File: src/rtl/sub_64_seq.sv
// Multi-cycle 64-bit subtractor: a + ~b + 1 computed one CHUNK_W slice per cycle, LSB slice first.
// Define SUB64_FLAGS_EN to register Y86 zf/sf/of; otherwise they are tied low.
module sub_64_seq #(
    parameter int CHUNK_W = 16
) (
    input  logic        clk,
    input  logic        rst,
    input  logic        in_valid,
    output logic        in_ready,
    input  logic [63:0] a,
    input  logic [63:0] b,
    output logic        out_valid,
    input  logic        out_ready,
    output logic [63:0] diff,
    output logic        borrow,
    output logic        zf,
    output logic        sf,
    output logic        of
);

    localparam int N     = 64 / CHUNK_W;
    localparam int IDX_W = (N > 1) ? $clog2(N) : 1;
    localparam logic [IDX_W-1:0] LAST_IDX = IDX_W'(N - 1);

    // Handshake: an operand pair transfers on an edge with in_valid && in_ready;
    // a result transfers on an edge with out_valid && out_ready. No overlap between the two.
    typedef enum logic [1:0] {IDLE, BUSY, DONE} state_t;

    state_t r_state;
    state_t w_state_next;

    logic [63:0]        r_a;
    logic [63:0]        r_nb;
    logic [63:0]        r_diff;
    logic               r_carry;
    logic [IDX_W-1:0]   r_idx;
    logic               r_borrow;

    logic [CHUNK_W-1:0] w_a_sl;
    logic [CHUNK_W-1:0] w_nb_sl;
    logic [CHUNK_W:0]   w_sum;
    logic [63:0]        w_diff_next;
    logic               w_last;

    assign w_last    = (r_idx == LAST_IDX);
    assign in_ready  = (r_state == IDLE);
    assign out_valid = (r_state == DONE);
    assign diff      = r_diff;
    assign borrow    = r_borrow;

    always_ff @(posedge clk) begin
        if (rst) r_state <= IDLE;
        else     r_state <= w_state_next;
    end

    always_comb begin
        w_state_next = r_state;
        case (r_state)
            IDLE:    if (in_valid)  w_state_next = BUSY;
            BUSY:    if (w_last)    w_state_next = DONE;
            DONE:    if (out_ready) w_state_next = IDLE;
            default:                w_state_next = IDLE;
        endcase
    end

    always_comb begin
        w_a_sl  = '0;
        w_nb_sl = '0;
        for (int s = 0; s < N; s++) begin
            if (r_idx == IDX_W'(s)) begin
                w_a_sl  = r_a[s*CHUNK_W +: CHUNK_W];
                w_nb_sl = r_nb[s*CHUNK_W +: CHUNK_W];
            end
        end
    end

    assign w_sum = {1'b0, w_a_sl} + {1'b0, w_nb_sl} + {{CHUNK_W{1'b0}}, r_carry};

    // Full result as it will look after this edge, so flags can see the top slice.
    always_comb begin
        w_diff_next = r_diff;
        for (int s = 0; s < N; s++) begin
            if (r_idx == IDX_W'(s)) w_diff_next[s*CHUNK_W +: CHUNK_W] = w_sum[CHUNK_W-1:0];
        end
    end

    always_ff @(posedge clk) begin
        if (rst) begin
            r_a      <= '0;
            r_nb     <= '0;
            r_diff   <= '0;
            r_carry  <= 1'b0;
            r_idx    <= '0;
            r_borrow <= 1'b0;
        end else begin
            case (r_state)
                IDLE: begin
                    if (in_valid) begin
                        r_a     <= a;
                        r_nb    <= ~b;
                        r_carry <= 1'b1;
                        r_idx   <= '0;
                    end
                end
                BUSY: begin
                    r_diff  <= w_diff_next;
                    r_carry <= w_sum[CHUNK_W];
                    r_idx   <= r_idx + IDX_W'(1);
                    if (w_last) r_borrow <= ~w_sum[CHUNK_W];
                end
                default: ;
            endcase
        end
    end

`ifdef SUB64_FLAGS_EN
    logic r_zf;
    logic r_sf;
    logic r_of;

    // b[63] is ~r_nb[63], so "a and b signs differ" becomes r_a[63] == r_nb[63].
    always_ff @(posedge clk) begin
        if (rst) begin
            r_zf <= 1'b0;
            r_sf <= 1'b0;
            r_of <= 1'b0;
        end else if (r_state == BUSY && w_last) begin
            r_zf <= (w_diff_next == 64'd0);
            r_sf <= w_diff_next[63];
            r_of <= (r_a[63] == r_nb[63]) && (w_diff_next[63] != r_a[63]);
        end
    end

    assign zf = r_zf;
    assign sf = r_sf;
    assign of = r_of;
`else
    assign zf = 1'b0;
    assign sf = 1'b0;
    assign of = 1'b0;
`endif

endmodule

File: config.mk
export PLATFORM = sky130hd
export DESIGN_NAME = sub_64_seq
export DESIGN_NICKNAME = d
export VERILOG_FILES = /design/src/rtl/sub_64_seq.sv
export SDC_FILE = /design/constraint.sdc
export NUM_CORES = 1
export LEC_CHECK = 0
export ABC_AREA = 1
export BUFFER_PORTS_ARGS = -buffer_cell sky130_fd_sc_hd__buf_2
export CELL_PAD_IN_SITES_DETAIL_PLACEMENT = 1
export CELL_PAD_IN_SITES_GLOBAL_PLACEMENT = 1
export CORE_ASPECT_RATIO = 1.75
export CORE_MARGIN = 1.5
export CORE_UTILIZATION = 35
export DETAILED_ROUTE_END_ITERATION = 10
export GPL_TIMING_DRIVEN = 0
export PLACE_DENSITY_LB_ADDON = 0.1
export SLEW_MARGIN = 20
export SYNTH_ARGS = -nofsm -noshare
export SYNTH_HDL_FRONTEND = slang
export SYNTH_SLANG_ARGS = --single-unit
File: constraint.sdc
create_clock -name clk -period 3.2 [get_ports clk]
set_input_delay 0.32 -clock clk [delete_from_list [all_inputs] [get_ports clk]]
set_output_delay 0.32 -clock clk [all_outputs]
set_load 0.005 [all_outputs]
==> summary.txt <==
CP arrival = 3.43 ns
H-tree Lvls = 4
M2 GR Usage = 0.471
critical path peak fanout = 10
Post-Syn Instances = 1202
Rows = 77
crit path kind = reg -> reg
warnings from Yosys = 0
RSZ-0062 raised after global routing = yes
final worst slack = 0.123 ns
pin slew with the least headroom to its limit = 0.634 ns
Max Freq = 0.325 GHz
worst hold slack = 0.0279 ns
HP Class = in -> reg
die height = 215 um
Sink Count = 198
Final Cell Area = 11400 um^2
GRT overflow = 0
ANT cells = 0
DRC Markers = 0
largest net degree at the start of global routing = 17
post-synthesis adder-cell area fraction = 0.0309
Placement Cell Area = 10400 um^2
Post-synth top flop = dfxtp_1
top-count cell post-synth = dfxtp_1
Critical Path RT = 3.55 ns
Netlist Area Pre-Place = 8980 um^2
RePlAce Congestion = 0.853
proportion of layout cells with a drive suffix above 1 = 0.266
post-DR wirelength/cell = 18.6 um
core area = 25200 um^2
First-pass DRT Iterations = 5
vias per std cell = 5.02
Post-Synth XOR/XNOR Area = 0.00849
post-synthesis cell type count = 36
top cells by area, synth = dfxtp_1 44%, o21ai_0 8.2%, nor2_1 7.4%
I/O pins = 202
initial DRC count = 402
Mapped Avg Cell Area = 7.47 um^2
post-route antenna net violation count = 0
Post-Place Cells = 1718
Synth Area in Simple Gates = 0.174
maximum VDD drop = 0.417 mV
GRT Overall Usage = 0.249
clock skew = 0.0108 ns
antenna violations before repair = 0
Seq cells post-synth = 198
period utilization = 0.961
Die ar. = 26700 um^2
largest family of logic cells by synthesized area = compound AO/OA/AOI/OAI gates
dominant cell type by area after synthesis = dfxtp_1
Post-synth top cells = 198 x dfxtp_1, 176 x nor2_1, 147 x o21ai_0, 143 x nand2_1, 124 x a21oi_1
clock-pin slew on the worst setup and hold paths = 0.07 ns
CTS max path bufs = 2
via count = 8817
met3 Track Usage GR = 0.0345
layer with the highest usage = met2
# nets final = 1582
Starting Density = 0.356
top cell type's share of synthesized area = 0.441
post-synthesis mux area share = 0
setup slack after placement = -0.668 ns
sequential cell area fraction in the yosys report = 0.441
clk root buf = clkbuf_16
Rel. slew slack = 0.577
fin. max-slew vios = 0
Max Cap Viol = 0
status = finished clean
CTS tree = done
crit path capture type = flip-flop
Die W = 124 um
vias in the first global route = 8963
min cycle time layout = 3.08 ns
grt met1 use = 0.268
Worst-Skew Late Latency = 0.46 ns
Synth Area in Compound Gates = 0.251
port bufs = 198
Post-synth EDFFs = 0
DP HPWL = 25800 um
Non-Filler Instances = 1758
TNS Setup = 0 ns
Final Hold Viols = 0
ys async rst share = 0
number of buffers created by CTS = 17
P&R area growth vs syn = 27.0%
Startpoint Class = flip-flop
first-pass GRT wire length = 49500 um
leakage power figure = 0.00559 uW
pwr dens = 550 nW/um^2
WL final = 32700 um
final setup fails = 0
[metrics by stage]
step | utilization | total power, uW
final | 0.452 | 6270
after global routing | 0.452 | 6600
after floorplan | - | 3550
after global placement | 0.411 | 4030
after detailed placement | 0.411 | 4060
after CTS | 0.437 | 6180
[cell families after synthesis]
logic type | count (synthesis)
AO/OA/AOI/OAI | 403
AND/OR/NAND/NOR | 378
flip-flops | 198
buffers and inverters | 194
adder cells (fa/ha/maj) | 21
XOR/XNOR | 7
other | 1
[registers in the layout (all words and copies together), names as in the netlist]
name,flops
diff,64
r_a,64
r_nb,64
r_idx,2
r_state,2
borrow,1
r_carry,1
[final cells by class]
class,instances,area [um^2]
sequential,198,3970
fill,3191,13800
clock inverter,8,73.8
tap,316,395
buffer,80,470
clock buffer,24,472
multi-input combinational,812,4520
timing repair buffer,206,1080
inverter,114,433
[metal layers]
layer	vias to the layer above	routed length, um
met3	43	1070
met1	4177	12400
met5	-	0
li1	4403	-
met2	194	18200
met4	0	1040
[critical path, cell delays in order (launching register included)]
cell	delay, ns
dfxtp_2	0.35
inv_1	0.06
ha_1	0.18
buf_6	0.14
clkbuf_2	0.23
a22oi_1	0.31
nand2_1	0.09
o21ai_0	0.15
a21oi_1	0.12
ha_1	0.34
or2_0	0.26
and2_4	0.20
nand2_2	0.06
nand2_2	0.07
xnor2_2	0.22
nand2_1	0.08
nand2_1	0.07
inv_1	0.03
[timing repair]
item,CTS,global route
pin swaps,3,26
hold buffers,0,0
setup buffers,1,5
endpoints found under the setup margin,62,51
cloned,0,2
resized for setup,41,80
[report_power, final]
group | internal [uW] | switching, uW | leakage, uW | total, uW
clock network | 1110 | 982 | 0.000264 | 2090
registers | 2650 | 104 | 0.00163 | 2750
logic | 547 | 882 | 0.00370 | 1430
[worst paths after layout]
path,from,endpoint,slack [ns],cells past startpoint
setup / recovery,r_idx[1],diff[8],0.12,17
hold / removal,b[26],r_nb[26],0.03,2
setup reg to reg,r_idx[1],diff[8],0.12,17
hold reg to reg,r_a[11],r_a[11],0.48,2
[cell usage in the layout, fill, tap and decap left out, types with 9 or more instances in the layout]
cell and count:
o21a_1 35, clkbuf_1 33, nand2_2 20, nand3_1 31, nor2_1 174, a21oi_1 107
clkbuf_16 18, nand2_1 127, buf_6 9, a22oi_1 20, inv_1 105, dfxtp_1 196
a21oi_2 16, buf_4 18, o21ai_0 140, o21ai_1 46, o21bai_1 16, buf_2 217
Power figures use the tool's default switching activity.
